`src/rtl/uart_rx.sv`:
```
// 8N1 serial receiver feeding a byte FIFO write port.
// Good frames pulse WEN with the byte on WriteData; a low stop bit pulses FrameErr.
module uart_rx #(
  parameter int CLKS_PER_BIT = 868
) (
  input  logic       CLK,
  input  logic       RSTN,
  input  logic       RX,
  output logic [7:0] WriteData,
  output logic       WEN,
  output logic       FrameErr
);

  localparam int H  = (CLKS_PER_BIT - 1) / 2;
  localparam int CW = $clog2(CLKS_PER_BIT);
  localparam logic [CW-1:0] C_HALF = CW'(H);
  localparam logic [CW-1:0] C_LAST = CW'(CLKS_PER_BIT - 1);

  typedef enum logic [2:0] {
    S_IDLE,
    S_START,
    S_DATA,
    S_STOP,
    S_BREAK
  } state_t;

  state_t        r_state;
  logic [CW-1:0] r_cnt;
  logic [2:0]    r_bit_idx;
  logic [7:0]    r_shift;
  logic          r_rx_meta;
  logic          r_rx_s;

  // Both flops reset high so an idle line never looks like a start bit.
  always_ff @(posedge CLK or negedge RSTN) begin
    if (!RSTN) begin
      r_rx_meta <= 1'b1;
      r_rx_s    <= 1'b1;
    end else begin
      // NOTE: non-blocking assignments keep the two stages distinct flops.
      r_rx_meta <= RX;
      r_rx_s    <= r_rx_meta;
    end
  end

  always_ff @(posedge CLK or negedge RSTN) begin
    if (!RSTN) begin
      r_state   <= S_IDLE;
      r_cnt     <= '0;
      r_bit_idx <= '0;
      r_shift   <= '0;
      WriteData <= 8'h00;
      WEN       <= 1'b0;
      FrameErr  <= 1'b0;
    end else begin
      // NOTE: strobes default low each cycle so they are single-cycle pulses.
      WEN      <= 1'b0;
      FrameErr <= 1'b0;
      case (r_state)
        S_IDLE: begin
          if (!r_rx_s) begin
            r_state <= S_START;
            r_cnt   <= '0;
          end
        end
        S_START: begin
          if (r_cnt == C_HALF) begin
            if (!r_rx_s) begin
              r_state   <= S_DATA;
              r_cnt     <= '0;
              r_bit_idx <= '0;
            end else begin
              r_state <= S_IDLE;
            end
          end else begin
            r_cnt <= r_cnt + 1'b1;
          end
        end
        S_DATA: begin
          if (r_cnt == C_LAST) begin
            r_cnt   <= '0;
            r_shift <= {r_rx_s, r_shift[7:1]};
            if (r_bit_idx == 3'd7) begin
              r_state <= S_STOP;
            end else begin
              r_bit_idx <= r_bit_idx + 1'b1;
            end
          end else begin
            r_cnt <= r_cnt + 1'b1;
          end
        end
        S_STOP: begin
          if (r_cnt == C_LAST) begin
            r_cnt <= '0;
            if (r_rx_s) begin
              WriteData <= r_shift;
              WEN       <= 1'b1;
              r_state   <= S_IDLE;
            end else begin
              FrameErr <= 1'b1;
              r_state  <= S_BREAK;
            end
          end else begin
            r_cnt <= r_cnt + 1'b1;
          end
        end
        // A line held low after a bad stop bit must rise before the next start.
        S_BREAK: begin
          if (r_rx_s) begin
            r_state <= S_IDLE;
          end
        end
        default: r_state <= S_IDLE;
      endcase
    end
  end

endmodule

```
`config.mk`:
```
export PLATFORM = sky130hd
export DESIGN_NAME = uart_rx
export DESIGN_NICKNAME = d
export VERILOG_FILES = /design/src/rtl/uart_rx.sv
export SDC_FILE = /design/constraint.sdc
export NUM_CORES = 1
export LEC_CHECK = 0
export ABC_AREA = 1
export CAP_MARGIN = 5
export CORE_MARGIN = 4
export CORE_UTILIZATION = 60
export CTS_CLUSTER_SIZE = 25
export DETAILED_ROUTE_END_ITERATION = 8
export PLACE_DENSITY_LB_ADDON = 0.12
export RECOVER_POWER = 25
export SKIP_LAST_GASP = 1
export SYNTH_ARGS = -nofsm -noshare
export SYNTH_HDL_FRONTEND = slang
export SYNTH_SLANG_ARGS = --single-unit
export TNS_END_PERCENT = 20
```
`constraint.sdc`:
```
create_clock -name CLK -period 2.73 [get_ports CLK]
set_input_delay 0.273 -clock CLK [delete_from_list [all_inputs] [get_ports CLK]]
set_output_delay 0.273 -clock CLK [all_outputs]
set_load 0.05 [all_outputs]
```
; ---- Word level (Yosys, flattened, before mapping)
; Cells that the tools add are included.
[classes]
addsub = 2
n_mul = 0
div_mod_pow = 0
order_cmp = 0
eq_ne = 15
n_shift = 0
mux = 24
bitwise = 0
reduce_logical = 8
[ops]
columns = operator, count
row1 = 2-to-1 mux 3 bit, 11
row2 = 2-to-1 mux 10 bit, 3
row3 = case mux 10 bit (3 select lines), 1
row4 = != test 2 bit (second input constant), 8
row5 = case mux 3 bit (5 select lines), 1
row6 = adder 10 x 1 -> 10 bit (second input constant), 1
row7 = equality test 10 bit (second input constant), 1
row8 = equality test 10 x 9 -> 1 bit (second input constant), 1
row9 = equality test 3 x 2 -> 1 bit (second input constant), 2
row10 = equality test 3 bit (second input constant), 2
row11 = 2-to-1 mux 1 bit, 6
row12 = case mux 3 bit (2 select lines), 1
row13 = AND reduction 6 bit, 1
row14 = AND reduction 5 bit, 1
row15 = adder 3 x 1 -> 3 bit (second input constant), 1
row16 = equality test 3 x 1 -> 1 bit (second input constant), 1
row17 = logical NOT 3 bit, 1
row18 = AND reduction 3 bit, 1
row19 = nonzero test 3 bit, 1
row20 = 2-to-1 mux 2 bit, 1
row21 = AND reduction 2 bit, 1
row22 = nonzero test 2 bit, 1
row23 = OR reduction 2 bit, 1
[word_totals]
regBits = 36
latchBits = 0
ramBits = 0
mem_bits_ro = 0
in_bits = 3
elab_cells = 58
mem_count = 0

; ---- Logic depth before layout (Yosys ltp)
; Gate-level depths: netlist of run 1.
[depth]
depth_word = 4
mapped_depth = 11
mapped_depth_nobuf = 11

; ---- Least setup slack after synthesis of run 1
; Ideal clock, no wire load.
[synth_timing]
kind = register to register
start = register r_cnt[0]
end = register WriteData[0]
t_arrival_ps = 1349
slack_ps = 1261
path_stages_with_launch = 10
synth_period_minus_slack_ps = 1469
cell_sequence = dfrtp_1 -> ha_1 -> inv_1 -> nor2_4 -> nand3_4 -> inv_2 -> nand2_4 -> buf_6 -> nand2_1 -> o21ai_2
[synth_via]
elab_chain_len = 2
[synth_lines]
columns = element, line_no
row1 = start: declaration, 28  ; logic [CW-1:0] r_cnt;
row2 = start signal: assignment, 76  ; r_cnt <= r_cnt + 1'b1;
row3 = start signal: assignment, 89  ; r_cnt <= r_cnt + 1'b1;
row4 = start signal: assignment, 104  ; r_cnt <= r_cnt + 1'b1;
row5 = equality test 10 bit, 93  ; if (r_cnt == C_LAST) begin
row6 = AND reduction 3 bit (no line), n/a
row7 = end signal: assignment, 96  ; WriteData <= r_shift;
row8 = end: declaration, 9  ; output logic [7:0] WriteData,
; No other way between the ends.
; A chain may end at the register's enable or synchronous reset.

; ---- Worst setup path after layout of run 1
[layout_timing]
start = register WriteData[2]
end = output WriteData[2]
; No word-level cell between the ends.

==> flow_metrics.py, run 1 <==
metrics = {
    "yosys": {
        "syn_area_per_cell_um2": 8.36,
        "syn-num-nets": 239,
        "synth_seq_area_share_pct": 46.6,
        "yosysWarningCount": 0,
        "syn_area_mm2": 0.00194,
        "post_synth_num_cell_types": 28,
        "ys_seq_elements": 36,
        "synth_cells": 232,
    },
    "floorplanning": {
        "die_x_um": 64.9,
        "die_h_um": 64.9,
        "row_count": 20,
        "start_util_pct": 63.0,
        "die-area_mm2": 0.00421,
        "fp.coreArea_mm2": 0.00308,
        "ioPinCount": 13,
    },
    "power": {
        "power_leakage_nw": 1.07,
        "p_per_area_mw_per_mm2": 385,
        "irDropWorstVdd_v": 0.000342,
    },
    "worst_setup_path": {
        "rr_worst_depth": 10,
        "start_kind": "register",
        "rrSetupSlack_ns": 1.01,
        "rr_endpoint": "r_cnt[4]$_DFFE_PN0P_",
        "crit_fanout": 2,
        "required_ns": 2.46,
        "critPathCapture": "WriteData[2]",
        "r2r_start": "r_cnt[1]$_DFFE_PN0P_",
        "slowest_delay_ns": 0.81,
        "critPathTopFamily": "buffers and inverters",
        "cp_data_arrival_time_ns": 1.52,
        "cp_num_buf_inv": 1,
        "startpoint": "WriteData[2]$_DFFE_PN0P_",
        "cp-end-kind": "output port",
        "worstPathCellList": "clkdlybuf4s50_1",
        "cp.depth": 1,
        "worst-setup-path-type": "register to output port",
        "slowest_stage": "clkdlybuf4s50_1",
    },
    "drt": {
        "ant_nets": 0,
        "drt-initial-drc-count": 64,
        "vias": 1469,
        "finalWirelength_um": 3490,
        "drc": 0,
        "first_pass_iters": 4,
        "via_per_inst": 5.01,
        "routedWlPerCell_um": 11.9,
    },
    "global_routing": {
        "grt_overflow_total": 0,
        "grt_pass1_vias": 1411,
        "track_usage_pct": 20.1,
        "grt_pass1_wl_um": 6430,
        "grt_max_degree": 37,
        "antenna_found_initial": 0,
    },
    "sta": {
        "rsz0062_at_grt": "false",
        "setup_viol": 0,
        "min_period_ns": 1.79,
        "worst_slew_pin_slew_ns": 1.84,
        "finalHoldViolCount": 0,
        "slew_violations": 37,
        "slew_headroom_pct": -22.5,
        "finClkSkew_ns": 0.00823,
        "fin_setup_tns_ns": 0,
        "period_share_pct": 65.5,
        "fmax_mhz": 559,
        "whs_ns": 0.362,
    },
    "finish": {
        "fill_cells": 255,
        "fin_nets": 255,
        "ff_latch_area_um2": 903,
        "diodes": 0,
        "multi_input_area_um2": 877,
        "final_cell_mix": "nand2_1, dfrtp_1, inv_1",
        "fin_util_pct": 69.3,
        "area_delta_synth_final_pct": 10.1,
        "drive_gt1_share_pct": 16.1,
        "final_common_cell": "nand2_1",
    },
    "cts": {
        "clkLatencyLatePin_ns": 0.34,
        "postCtsSetupBuffers": 0,
        "root_buffer": "clkbuf_4",
        "cts_buffer_depth": 2,
        "cts_tree": "built",
        "clkTransAtPathRegs_ns": 0.10,
        "htree_levels": 2,
        "cts_resized": 0,
        "cts_buffers": 5,
        "cts_hold_buf": 0,
        "clock-sinks": 36,
    },
    "status": {
        "violations": "max-capacitance violations, max-slew violations",
        "outcome": "complete, but fails checks",
    },
    "job": {
        "cap_violations": 1,
    },
    "placement": {
        "gp_congestion": 0.921,
        "place_hpwl_um": 2560,
        "io_buffers": 12,
    },
    "hold_path": {
        "min_path_type": "register to register",
    },
}
==> stage by stage <==
step           cells  worst slack, ns  instance area (µm²)  total power [W]
2_1_floorplan    232             1.26                 1940         0.000550
3_3_place_gp     285             1.08                 2080         0.000564
3_5_place_dp     285             1.05                 2080         0.000564
4_1_cts          293            0.920                 2140         0.000838
5_1_grt          293            0.862                 2130         0.000866
6_report         293            0.942                 2130         0.000821
==> flip-flops by register name (all words and copies together), names as in the netlist <==
| register | count |
|---|---|
| r_cnt | 10 |
| FrameErr | 1 |
| r_rx_meta | 1 |
| r_bit_idx | 3 |
| r_shift | 8 |
| WriteData | 8 |
| r_rx_s | 1 |
| WEN | 1 |
| r_state | 3 |
==> power by group <==
| part | internal [W] | switching (W) | total [W] |
|---|---|---|---|
| Sequential | 0.000536 | 0.000000984 | 0.000537 |
| Combinational | 0.00000177 | 0.0000134 | 0.0000152 |
| Clock | 0.000103 | 0.000166 | 0.000269 |
| Total | 0.000641 | 0.000180 | 0.000821 |
==> cell type report <==
cell class              count  share of cell area, %
clock buffers               7                   2.11
clock inverters             1                  0.410
well taps                  44                   2.58
multi-input cells         158                   41.1
flip-flops and latches     36                   42.3
repair buffers             12                   5.33
inverters                  35                   6.15
==> layer usage <==
metal  vias to the layer above  part of all wire (%)  global-route usage (%)
met5                         -                     0                       0
met4                         0                   2.1                    8.71
met3                         9                   4.6                    5.72
met2                        29                    42                    27.2
met1                       665                    51                    29.5
li1                        766                     -                       -
==> cells by family (layout without fill, tap and decap cells) <==
kind of cell               after synthesis  in the layout  synth area share [%]
AOI/OAI and AO/OA                       27             27                  9.42
xor gates and xnor gates                 4              4                  1.81
buffers and inverters                   38             55                  8.19
DFF                                     36             36                  46.6
adders and majority gates                4              4                  2.58
and+or+nand+nor                        123            123                  31.4
==> how the worst min path moves through the flow <==
stage,from,end,slack [ns],depth (start not counted)
3_5_place_dp,r_rx_meta$_DFF_PN1_,r_rx_s$_DFF_PN1_,0.35,0
4_1_cts,RSTN,r_bit_idx[0]$_DFFE_PN0P_,0.009,1
5_1_grt,r_rx_meta$_DFF_PN1_,r_rx_s$_DFF_PN1_,0.37,0
2_1_floorplan,RSTN,FrameErr$_DFF_PN0_,-0.02,0
6_report,r_rx_meta$_DFF_PN1_,r_rx_s$_DFF_PN1_,0.36,0
3_3_place_gp,r_rx_meta$_DFF_PN1_,r_rx_s$_DFF_PN1_,0.35,0
==> synth_stat cells (all sizes together) <==
master / instances / area share (%)
nor2: 18 / 6.0
and3: 1 / 0.32
nand4: 4 / 1.3
nand3b: 1 / 0.39
o21ai: 24 / 8.5
o31ai: 1 / 0.39
ha: 4 / 2.6
dfstp: 2 / 2.7
nand3: 20 / 6.1
xor2: 4 / 1.8
nand2: 75 / 16
nor3: 4 / 1.0
buf: 3 / 1.4
inv: 35 / 6.8
dfrtp: 34 / 44
a21oi: 2 / 0.52
Power figures use the tool's default switching activity.
==> run 2, diff against run 1 <==
--- a/config.mk
+++ b/config.mk
@@ -8,7 +8,7 @@
 export ABC_AREA = 1
 export CAP_MARGIN = 5
 export CORE_MARGIN = 4
-export CORE_UTILIZATION = 60
+export CORE_UTILIZATION = 52
 export CTS_CLUSTER_SIZE = 25
 export DETAILED_ROUTE_END_ITERATION = 8
 export PLACE_DENSITY_LB_ADDON = 0.12
==> constraint.sdc (replaced) <==
create_clock -name CLK -period 1.5 [get_ports CLK]
set_input_delay 0.15 -clock CLK [delete_from_list [all_inputs] [get_ports CLK]]
set_output_delay 0.15 -clock CLK [all_outputs]
set_load 0.05 [all_outputs]
==> run 2 against run 1 <==
Via count grew 14%. Worst setup slack lost 1.0 ns. Critical path type is now register to register. Hold slack worse by 0.0034 ns. Combinational power rose to 2.8 times the previous value. Flip-flop and latch count stayed put. Design area is 16% higher. Sequential power grew 82%. Non-clock buffer count is 24 higher. Die area rose by 13%. Total power increased by 130%. Sequential share of layout area is 5.9 points lower. The flow finishes with violations (negative setup slack). Largest power group unchanged.
==> flow_metrics.py, run 2 (synthesis gave the netlist of run 1 again) <==
metrics = {
    "status": {
        "outcome": "complete, but fails checks",
        "violations": "negative setup slack",
    },
    "drt": {
        "ant_nets": 0,
        "drt-initial-drc-count": 99,
        "routedWlPerCell_um": 14.5,
        "first_pass_iters": 5,
        "via_per_inst": 5.23,
        "drc": 0,
        "finalWirelength_um": 4650,
        "vias": 1674,
    },
    "power": {
        "p_sw_w": 0.000377,
        "power_frac_comb_pct": 2.3,
        "irDropWorstVdd_v": 0.000909,
        "p_int_w": 0.00148,
        "sw_frac_of_total_pct": 20.3,
        "p_seq_share_pct": 52.6,
        "power_leakage_nw": 1.25,
        "power_w": 0.00186,
        "p_per_area_mw_per_mm2": 748,
        "p_clk_share_pct": 45.2,
    },
    "finish": {
        "top_register": "r_cnt",
        "area_delta_synth_final_pct": 28.1,
        "drive_gt1_share_pct": 31.4,
        "diodes": 0,
        "final_area_mm2": 0.00248,
        "final_cell_mix": "nand2_1, dfrtp_1, buf_4",
        "largest_reg_flops": 10,
        "fin_nets": 280,
        "largest_registers": "r_cnt (10), WriteData (8), r_shift (8)",
        "final_common_cell": "nand2_1",
    },
    "worst_setup_path": {
        "rrSetupSlack_ns": -0.06,
        "required_ns": 1.67,
        "cp-end-kind": "register",
        "start_kind": "register",
        "rr_worst_depth": 10,
        "cp_data_arrival_time_ns": 1.73,
        "worst-setup-path-type": "register to register",
        "crit_fanout": 5,
        "rr_endpoint": "r_cnt[0]$_DFFE_PN0P_",
        "r2r_start": "r_cnt[1]$_DFFE_PN0P_",
    },
    "placement": {
        "io_buffers": 12,
        "gp_congestion": 0.881,
        "place_hpwl_um": 3040,
        "placed_cell_area_mm2": 0.00218,
    },
    "cts": {
        "clock-sinks": 36,
        "clkLatencyLatePin_ns": 0.29,
        "cts_tree": "built",
        "root_buffer": "clkbuf_8",
        "cts_buffers": 5,
        "cts_buffer_depth": 2,
        "clkTransAtPathRegs_ns": 0.06,
        "htree_levels": 2,
    },
    "job": {
        "cap_violations": 0,
    },
    "global_routing": {
        "grt_overflow_total": 0,
        "grt_max_degree": 22,
        "antenna_found_initial": 0,
        "grt_pass1_wl_um": 7330,
        "track_usage_pct": 19.1,
        "grt_pass1_vias": 1567,
    },
    "sta": {
        "setup_viol": 8,
        "finClkSkew_ns": 0.0114,
        "period_share_pct": 104,
        "fin_setup_tns_ns": -0.176,
        "min_period_ns": 1.56,
        "fmax_mhz": 643,
        "fin_ws_ns": -0.0561,
        "whs_ns": 0.358,
        "finalHoldViolCount": 0,
        "slew_violations": 0,
        "slew_headroom_pct": 36.3,
        "worst_slew_pin_slew_ns": 0.955,
        "rsz0062_at_grt": "true",
    },
    "hold_path": {
        "min_path_type": "register to register",
        "hold_end": "r_rx_s$_DFF_PN1_",
        "hold_start": "r_rx_meta$_DFF_PN1_",
        "whs_path_depth": 0,
    },
    "floorplanning": {
        "fp.coreArea_mm2": 0.00347,
        "die_x_um": 69.1,
        "die_h_um": 69.1,
        "row_count": 21,
        "start_util_pct": 55.9,
        "ioPinCount": 13,
        "die-area_mm2": 0.00477,
    },
}
==> run 2: cell count changes in the layout (fill, tap and decap cells not counted), sizes merged <==
cell           before  now
bufinv              0    1
clkbuf              8    7
nand2              75   76
clkdlybuf4s50      10    0
dlygate4sd3         1    2
buf                 0   33
==> run 2: cell type report <==
cell class | instances | area (µm²)
Tap cell | 46 | 57.6
Sequential cell | 36 | 905
Timing Repair Buffer | 36 | 284
Multi-Input combinational cell | 159 | 997
Clock inverter | 2 | 35.0
Clock buffer | 6 | 72.6
Fill cell | 273 | 983
Inverter | 35 | 134
==> run 2: through the flow <==
stage	utilization, %	setup WS, ns	std cells
after floorplan	-	0.0313	232
after global placement	63.0	-0.0159	302
after detailed placement	63.0	-0.0408	302
after CTS	67.5	-0.00540	316
after global routing	71.6	-0.124	320
final	71.6	-0.0561	320
==> run 2: timing repair <==
item,4_1_cts,5_1_grt
resized for setup,1,22
cloned,0,1
setup endpoints to repair,11,32
pin swaps,2,10
hold buffers,1,0
endpoints found under the hold margin,13,0
buffers inserted,5,3
==> run 2: layer usage <==
metal / vias up / track usage (%) / wire (µm)
met4: 0 / 6.07 / 110
met5: - / 0 / 0
met2: 63 / 28.1 / 2220
li1: 818 / - / -
met1: 779 / 26.9 / 2060
met3: 14 / 5.67 / 261
==> run 2: worst max path at each step <==
| stage | start | to | slack (ns) |
|---|---|---|---|
| final | r_cnt[1]$_DFFE_PN0P_ | r_cnt[0]$_DFFE_PN0P_ | -0.06 |
| after global routing | r_cnt[9]$_DFFE_PN0P_ | r_cnt[5]$_DFFE_PN0P_ | -0.12 |
| after CTS | r_cnt[1]$_DFFE_PN0P_ | r_state[0]$_DFFE_PN0P_ | -0.005 |
| after detailed placement | r_cnt[1]$_DFFE_PN0P_ | r_bit_idx[0]$_DFFE_PN0P_ | -0.04 |
| after global placement | r_cnt[1]$_DFFE_PN0P_ | r_cnt[5]$_DFFE_PN0P_ | -0.02 |
| after floorplan | r_cnt[0]$_DFFE_PN0P_ | WriteData[0]$_DFFE_PN0P_ | 0.03 |
==> run 2: power groups by stage <==
stage / Sequential [W] / Clock, W / Combinational (W)
4_1_cts: 0.000977 / 0.000844 / 0.0000436
2_1_floorplan: 0.000995 / 0 / 0.00000575
3_5_place_dp: 0.000995 / 0 / 0.0000415
3_3_place_gp: 0.000995 / 0 / 0.0000412
5_1_grt: 0.000977 / 0.000895 / 0.0000489
6_report: 0.000977 / 0.000840 / 0.0000422
==> run 2: critical path, cell delays in order, from the launching register on <==
cell	delay [ns]
dfrtp_1	0.38
buf_4	0.13
ha_4	0.13
inv_4	0.04
nor2_4	0.11
nand3_4	0.15
nand2_8	0.15
buf_4	0.12
nand3_1	0.08
nand3_2	0.10
nand2_1	0.05
==> run 3, diff against run 2 <==
==> constraint.sdc (replaced) <==
create_clock -name CLK -period 1.25 [get_ports CLK]
set_input_delay 0.125 -clock CLK [delete_from_list [all_inputs] [get_ports CLK]]
set_output_delay 0.125 -clock CLK [all_outputs]
set_load 0.05 [all_outputs]
==> run 3 against run 2 <==
The flow still finishes with violations (negative setup slack). Count of clock-buffer cells in the layout stayed put. Final cell count is 5.9% higher. Sequential power is 20% higher.
==> flow_metrics.py, run 3 (synthesis gave the netlist of run 1 again) <==
metrics = {
    "cts": {
        "clkLatencyLatePin_ns": 0.29,
        "cts_buffers": 5,
        "cts_buffer_depth": 2,
        "root_buffer": "clkbuf_8",
        "cts_tree": "built",
        "clkTransAtPathRegs_ns": 0.07,
        "clock-sinks": 36,
        "htree_levels": 2,
    },
    "placement": {
        "place_hpwl_um": 3190,
        "io_buffers": 12,
        "gp_congestion": 0.888,
        "placed_cell_area_mm2": 0.00253,
    },
    "worst_setup_path": {
        "cp-end-kind": "register",
        "start_kind": "register",
        "cp_data_arrival_time_ns": 1.75,
        "required_ns": 1.49,
        "crit_fanout": 6,
        "rrSetupSlack_ns": -0.27,
        "worst-setup-path-type": "register to register",
    },
    "power": {
        "power_w": 0.00222,
        "p_int_w": 0.00178,
        "power_frac_comb_pct": 2.6,
        "irDropWorstVdd_v": 0.000775,
        "power_leakage_nw": 1.37,
        "sw_frac_of_total_pct": 19.7,
        "p_clk_share_pct": 44.6,
        "p_seq_share_pct": 52.8,
        "p_per_area_mw_per_mm2": 814,
        "p_sw_w": 0.000437,
    },
    "sta": {
        "setup_viol": 34,
        "slew_headroom_pct": 70.9,
        "finalHoldViolCount": 0,
        "fin_ws_ns": -0.268,
        "rsz0062_at_grt": "true",
        "whs_ns": 0.298,
        "slew_violations": 0,
        "worst_slew_pin_slew_ns": 0.437,
        "finClkSkew_ns": 0.00916,
        "min_period_ns": 1.52,
        "period_share_pct": 121,
        "fmax_mhz": 659,
    },
    "global_routing": {
        "grt_pass1_vias": 1592,
        "track_usage_pct": 19.3,
        "grt_max_degree": 22,
        "grt_pass1_wl_um": 7470,
        "grt_overflow_total": 0,
        "antenna_found_initial": 0,
    },
    "floorplanning": {
        "start_util_pct": 55.9,
        "ioPinCount": 13,
        "die_h_um": 69.1,
        "die-area_mm2": 0.00477,
        "die_x_um": 69.1,
        "row_count": 21,
        "fp.coreArea_mm2": 0.00347,
    },
    "drt": {
        "drt-initial-drc-count": 172,
        "routedWlPerCell_um": 13.5,
        "ant_nets": 0,
        "via_per_inst": 5.10,
        "drc": 0,
        "first_pass_iters": 6,
        "finalWirelength_um": 4560,
        "vias": 1728,
    },
    "job": {
        "cap_violations": 0,
    },
    "finish": {
        "final_area_mm2": 0.00273,
        "final_common_cell": "nand2_1",
        "area_delta_synth_final_pct": 40.6,
        "fill_cells": 226,
        "drive_gt1_share_pct": 35.8,
        "ff_latch_area_um2": 905,
        "diodes": 0,
        "final_cell_mix": "nand2_1, buf_4, dfrtp_1",
        "fin_util_pct": 78.6,
        "multi_input_area_um2": 961,
        "largest_reg_flops": 10,
        "largest_registers": "r_cnt (10), WriteData (8), r_shift (8)",
        "fin_nets": 299,
        "top_register": "r_cnt",
    },
    "hold_path": {
        "min_path_type": "input port to async pin",
    },
    "status": {
        "outcome": "complete, but fails checks",
        "violations": "negative setup slack",
    },
}
==> run 3: cell count changes in the layout (fill, tap and decap cells not counted), sizes merged <==
cell / previous run / this run
buf: 33 / 52
==> run 3: worst paths after layout <==
path                                      start                       end  cells past startpoint
max                        r_cnt[1]$_DFFE_PN0P_      r_cnt[4]$_DFFE_PN0P_                     10
min                                        RSTN      r_cnt[8]$_DFFE_PN0P_                      2
max reg2reg                r_cnt[1]$_DFFE_PN0P_      r_cnt[4]$_DFFE_PN0P_                     10
min reg2reg                 r_rx_meta$_DFF_PN1_          r_rx_s$_DFF_PN1_                      0
max in group asynchronous                  RSTN  WriteData[1]$_DFFE_PN0P_                      3
min in group CLK            r_rx_meta$_DFF_PN1_          r_rx_s$_DFF_PN1_                      0
==> run 3: power by group through the flow <==
stage                     clock, W  combinational, W  sequential (W)
after global routing       0.00108         0.0000663         0.00117
after floorplan                  0        0.00000690         0.00119
after CTS                  0.00101         0.0000597         0.00117
after detailed placement         0         0.0000570         0.00119
final                     0.000990         0.0000585         0.00117
after global placement           0         0.0000566         0.00119
==> run 3: layer usage <==
metal  global-route usage, %  vias up  share of wire (%)
met3                    4.22        8                7.2
met5                       0        -                  0
met4                    5.21        0                1.3
li1                        -      856                  -
met1                    30.7      803                 47
met2                    26.0       61                 44
==> run 3: area by class of cell <==
type | instances | area share [%]
well taps | 46 | 2.11
multi-input cells | 159 | 35.2
clock buffers | 6 | 2.66
clock inverters | 2 | 1.28
repair buffers | 55 | 20.7
inverters | 35 | 4.82
flip-flops and latches | 36 | 33.2
==> run 3: worst max-delay path: stages (launching register included) <==
cell and delay, ns:
dfrtp_1 0.43, inv_2 0.10, ha_4 0.15, nand2_4 0.05, nor2_4 0.12, nand3_4 0.12, o21ai_4 0.22, nand2_2 0.12
nand2_1 0.08, nand2_1 0.04, inv_1 0.04
==> run 3: stage by stage <==
step / setup WS [ns] / TNS (ns) / instances
4_1_cts: -0.261 / -6.61 / 338
3_3_place_gp: -0.229 / -5.96 / 327
3_5_place_dp: -0.282 / -6.60 / 327
2_1_floorplan: -0.160 / -3.46 / 232
5_1_grt: -0.368 / -10.45 / 339
6_report: -0.268 / -6.97 / 339
==> run 3: what timing repair did <==
item / CTS / global route
pin swaps: 3 / 1
endpoints found under the hold margin: 13 / 0
setup endpoints to repair: 34 / 34
hold buffers: 1 / 0
cloned: 0 / 1
buffers inserted: 2 / 0
resized for setup: 2 / 8
==> RTL edit 1 (flow settings as in run 1) <==
`CLKS_PER_BIT`: 868 -> 434.
--- a/src/rtl/uart_rx.sv
+++ b/src/rtl/uart_rx.sv
@@ -3,3 +3,3 @@
 module uart_rx #(
-  parameter int CLKS_PER_BIT = 868
+  parameter int CLKS_PER_BIT = 434
 ) (
Check against the original RTL: no difference found for any inputs over 10 cycles, from zero or initial values and one cycle with RSTN low; that may be too few to reach the edited logic, so the function may still have changed.
==> RTL edit 1 against run 1 <==
- the run still ends with capacitance limit, slew limit left
- non-clock buffer count is 1 higher
- critical path depth is 1 higher
- final area is 5.0% lower
- area after synthesis is 6.3% lower
- power is 11% higher
- count of clock-buffer cells in the layout is 2 lower
- routed wire length is 5.3% lower
- cell count is 4.1% lower
- clock power is 39% higher
- sequential cell count is 1 lower
- setup slack worse by 0.20 ns
- largest cell class unchanged
==> RTL edit 1: results (changes against run 1) <==
- Status: complete, but fails checks
- Failing checks: capacitance limit, slew limit
- Clk tree area frac: 4.01% (+1.5 points)
- Main synth FF type: dfrtp_1
- Clock sink total: 35 (-2.8%)
- Max capacitance violation total: 1 (unchanged)
- Post-Syn Instances: 234 (+0.86%)
- Fin cells: 281 (-4.1%)
- Met2 wire len: 1410 µm (-3.5%)
- Final Max Tran Viols: 36 (-2.7%)
- Comb_multi_in: 160 (+1.3%)
- Non-clk buf share: 6.11% (+0.77 points)
- Nets: 257 (+0.78%)
- Worst Path Max Fanout: 35 (+33)
- Clk_skew: 0.0150 ns (+0.00674 ns)
- Routed met1 length: 1690 µm (-5.5%)
- Routability congestion estimate: 0.919 (-0.27%)
- Clock network power: 374 µW (+39%)
- Met3 GRT Util: 5.94% (+0.22 points)
- Share of post-route cells with drive strength above 1: 10.0% (-6.1 points)
- Number of DRC markers in iteration 0: 73 (+14%)
- Slowest cell on the critical path: clkbuf_1
- Critical Path Max Stage Delay: 1.30 ns (+0.49 ns)
- Vias in the first global route: 1367 (-3.1%)
- R2r endpoint: WriteData[5]
- HPWL after DPL: 2500 µm (-2.3%)
- Largest net degree at the start of global routing: 36 (-2.7%)
- Sequential element share of the synthesized area: 48.3% (+1.7 points)
- Met1 usage in global routing: 27.1% (-2.4 points)
- Final WL: 3310 µm (-5.3%)
- Total GRT Usage: 19.3% (-0.75 points)
- Flop pwr share: 57.4% (-8.0 points)
- Crit-path leading delay family: buffers and inverters
- Share of total power in combinational logic: 1.6% (-0.3 points)
- First-pass GRT wire length: 6010 µm (-6.5%)
- Commonest cells post-synth: nand2_1, dfrtp_1, inv_1, nand3_1, nor2_1
- Internal reg-to-reg setup slack: 0.87 ns (-0.14 ns)
- Multi-input logic area: 778 µm² (-11%)
- Placed instance count: 273 (-4.2%)
- Yosys warning total: 0 (unchanged)
- Critical path class: input port to asynchronous set/reset pin
- Distinct cells, synth: 27 (-3.6%)
- Worst Max-Slew Pin Slew: 1.81 ns (-0.0316 ns)
- Leak Pwr: 0.00105 µW (-1.2%)
- Fillers: 234 (-8.2%)
- Post-CTS Setup Inserts: 0 (unchanged)
- Met3 WL: 139 µm (-13%)
- Inverters: 34 (-2.9%)
- Register area: 878 µm² (-2.8%)
- Post-Syn Nets: 242 (+1.3%)
- Max IR drop VDD: 0.359 mV (+5.1%)
- Port Buf Inserts: 12 (unchanged)
- Fin Hold WS: 0.364 ns (+0.00196 ns)
- Met2 usage: 27.4% (+0.20 points)
- DR vias/cell: 5.16 (+2.9%)
- Buffers outside the clock class: 13 (+1)
- Top post-synthesis cells by area: dfrtp_1, nand2_1, inv_1, nand3_1, nor2_1
- R2r worst-path depth: 8 (-2)
- Worst Path Arrival: 2.11 ns (+0.59 ns)
- Largest regs: r_cnt (9), WriteData (8), r_shift (8)
-- RTL edit 1: kinds of logic after synthesis --
group / count (synthesis) / synth area share, %
DFF: 35 / 48.3
buffers and inverters: 39 / 8.88
xor gates and xnor gates: 1 / 0.482
AOI/OAI and AO/OA: 30 / 8.60
and+or+nand+nor: 124 / 30.3
adders and majority gates: 5 / 3.44
-- RTL edit 1: worst max-delay path by stage --
stage | from | to | slack (ns) | depth (start not counted)
detailed placement | r_cnt[1] | WriteData[7] | 0.88 | 7
global route | RSTN | r_cnt[1] | 0.38 | 2
global placement | r_cnt[1] | WriteData[5] | 0.86 | 7
floorplan | r_cnt[1] | r_cnt[4] | 1.22 | 12
CTS | r_cnt[1] | WriteData[5] | 0.86 | 8
finish | RSTN | r_bit_idx[0] | 0.74 | 2
-- RTL edit 1: through the flow --
stage                     worst slack [ns]  cell area (µm²)
after global routing                 0.377             2030
after CTS                            0.856             2030
after global placement               0.858             1950
after floorplan                       1.22             1820
final                                0.742             2030
after detailed placement             0.876             1950
==> RTL edit 2 (config.mk and constraints of run 1) <==
Made on the original files. Put one more register stage on the output `WriteData`, with the module's reset. The value now appears one clock later. The other outputs are not delayed to match.
--- a/src/rtl/uart_rx.sv
+++ b/src/rtl/uart_rx.sv
@@ -26,2 +26,4 @@
 
+  logic [7:0] WriteData_s0;
+
   state_t        r_state;
@@ -51,3 +53,3 @@
       r_shift   <= '0;
-      WriteData <= 8'h00;
+      WriteData_s0 <= 8'h00;
       WEN       <= 1'b0;
@@ -95,3 +97,3 @@
             if (r_rx_s) begin
-              WriteData <= r_shift;
+              WriteData_s0 <= r_shift;
               WEN       <= 1'b1;
@@ -117,2 +119,10 @@
 
+  always_ff @(posedge CLK or negedge RSTN) begin
+    if (!RSTN) begin
+      WriteData <= '0;
+    end else begin
+      WriteData <= WriteData_s0;
+    end
+  end
+
 endmodule
Function: no difference found for any inputs over 10 cycles, from zero or initial values and one cycle with RSTN low; that may be too few to reach the edited logic, so the function may still have changed.
==> RTL edit 2 against run 1 <==
- the flow still finishes with violations (capacitance limit, slew limit)
- routed wire length up 20%
- power rose by 33%
- final area is 11% higher
- setup slack worse by 0.027 ns
- via count increased by 17%
- critical endpoint is now WriteData[2]
- sequential share of layout area increased by 4.3 points
- combinational power is 7% higher
- maximum frequency down 1.5%
- sequential cell count increased by 8
- global-route usage up 1.1 points
- sequential power grew 22%
- area after synthesis is 11% higher
==> RTL edit 2: results (changes against run 1) <==
- Status: complete, but fails checks
- Failing checks: capacitance limit, slew limit
- HPWL after DPL: 2970 µm (+16%)
- H-tree level count: 2 (unchanged)
- Worst r2r src: r_cnt[0]
- ANT cells: 0 (unchanged)
- Total GRT Usage: 21.2% (+1.1 points)
- Worst Path Max Fanout: 44 (+42)
- Synth Area in Adders: 2.32% (-0.26 points)
- Worst-path clk slew: 0.13 ns (+0.03 ns)
- Post-synthesis area per instance: 7.94 µm² (-5.1%)
- Worst Path Arrival: 1.86 ns (+0.34 ns)
- Vias post-DR: 1716 (+17%)
- Clk_skew: 0.0181 ns (+0.00987 ns)
- Antenna violations before repair: 0 (unchanged)
- Placed instance count: 324 (+14%)
- Slowest cell on the critical path: clkbuf_1
- Hold path start: r_rx_meta
- Number of DRC markers in iteration 0: 188 (+190%)
- Critical Path Max Stage Delay: 1.56 ns (+0.75 ns)
- Post-CTS Setup Inserts: 0 (unchanged)
- Leak Pwr: 0.00127 µW (+19%)
- Final Max Tran Viols: 45 (+22%)
- Max capacitance violation total: 1 (unchanged)
- Routability congestion estimate: 0.946 (+2.7%)
- Xor and xnor fraction of the mapped netlist area: 0.406% (-1.4 points)
- Share of post-route cells with drive strength above 1: 11.5% (-4.5 points)
- Yosys warning total: 0 (unchanged)
- First-pass GRT wire length: 7250 µm (+13%)
- CP startpoint: RSTN
- Top post-synthesis cells by area: dfrtp_1, nand2_1, nor2_1, nand3_1, inv_1
- Commonest cells post-synth: nand2_1, dfrtp_1, nor2_1, inv_1, nand3_1
- Nets: 292 (+15%)
- Multiplexer share of the synthesized area: 0% (unchanged)
- Vias in the first global route: 1641 (+16%)
- Crit-path leading delay family: buffers and inverters
- Max reg flops: 10 (unchanged)
- Max IR drop VDD: 0.337 mV (-1.4%)
- Worst-skew pair later-pin latency: 0.37 ns (+0.03 ns)
- Post-Syn Nets: 279 (+17%)
- Port Buf Inserts: 12 (unchanged)
- Post_cts resized: 0 (unchanged)
- Inserted Clock Buffers: 5 (unchanged)
- Post-synthesis compound-gate area fraction: 5.28% (-4.1 points)
- Sequential element share of the synthesized area: 51.1% (+4.5 points)
- Clock buffer depth: 2 (unchanged)
- Min-Delay Path Class: flip-flop to flip-flop
- Distinct cells, synth: 26 (-7.1%)
- Worst Max-Slew Pin Slew: 2.23 ns (+0.389 ns)
- Largest net degree at the start of global routing: 45 (+22%)
- DRT Pass-1 Iters: 4 (unchanged)
- FFs w/ async S/R, synth: 100% (unchanged)
- Root Buffer: clkbuf_4
- Final WL: 4180 µm (+20%)
- Fin cells: 332 (+13%)
-- RTL edit 2: kinds of logic (layout without fill, tap and decap cells) --
kind of cell	count (synthesis)	after routing
AND/OR/NAND/NOR	164	164
flip-flops	44	44
buffers and inverters	39	53
AO/OA/AOI/OAI	20	20
adder cells (fa/ha/maj)	4	4
XOR/XNOR	1	1
-- RTL edit 2: layout make-up --
cell class / instances / area [µm²]
clock inverters: 3 / 46.3
repair buffers: 12 / 114
well taps: 46 / 57.6
clock buffers: 5 / 37.5
inverters: 33 / 124
fillers: 276 / 1050
multi-input cells: 189 / 886
flip-flops and latches: 44 / 1100
-- RTL edit 2: final timing paths --
kind | endpoint | slack [ns] | cells after the start
max in group CLK | WriteData_s0[2] | 0.92 | 9
setup / recovery | WriteData[2] | 0.91 | 1
hold / removal | r_rx_s | 0.37 | 0
hold reg to reg | r_rx_s | 0.37 | 0
min in group asynchronous | r_cnt[5] | 0.53 | 1
setup reg to reg | WriteData_s0[2] | 0.92 | 9
-- RTL edit 2: per-stage QoR --
stage               worst slack [ns]  cell area, µm²
floorplan                       1.34            2160
global placement                1.03            2290
detailed placement             0.994            2290
CTS                            0.923            2370
global route                   0.434            2370
finish                         0.915            2370
-- RTL edit 2: per-layer routing --
metal  track usage [%]  wire length (µm)  up-vias
met3              3.45               215       10
met5                 0                 0        -
met4              11.2                93        0
met2              31.5              1860       58
met1              29.6              2000      782
li1                  -                 -      866
-- RTL edit 2: where the power goes --
group	switching, µW	internal, µW
sequential	2.68	655
clock	225	196
combinational	14.3	2.04
total	242	852
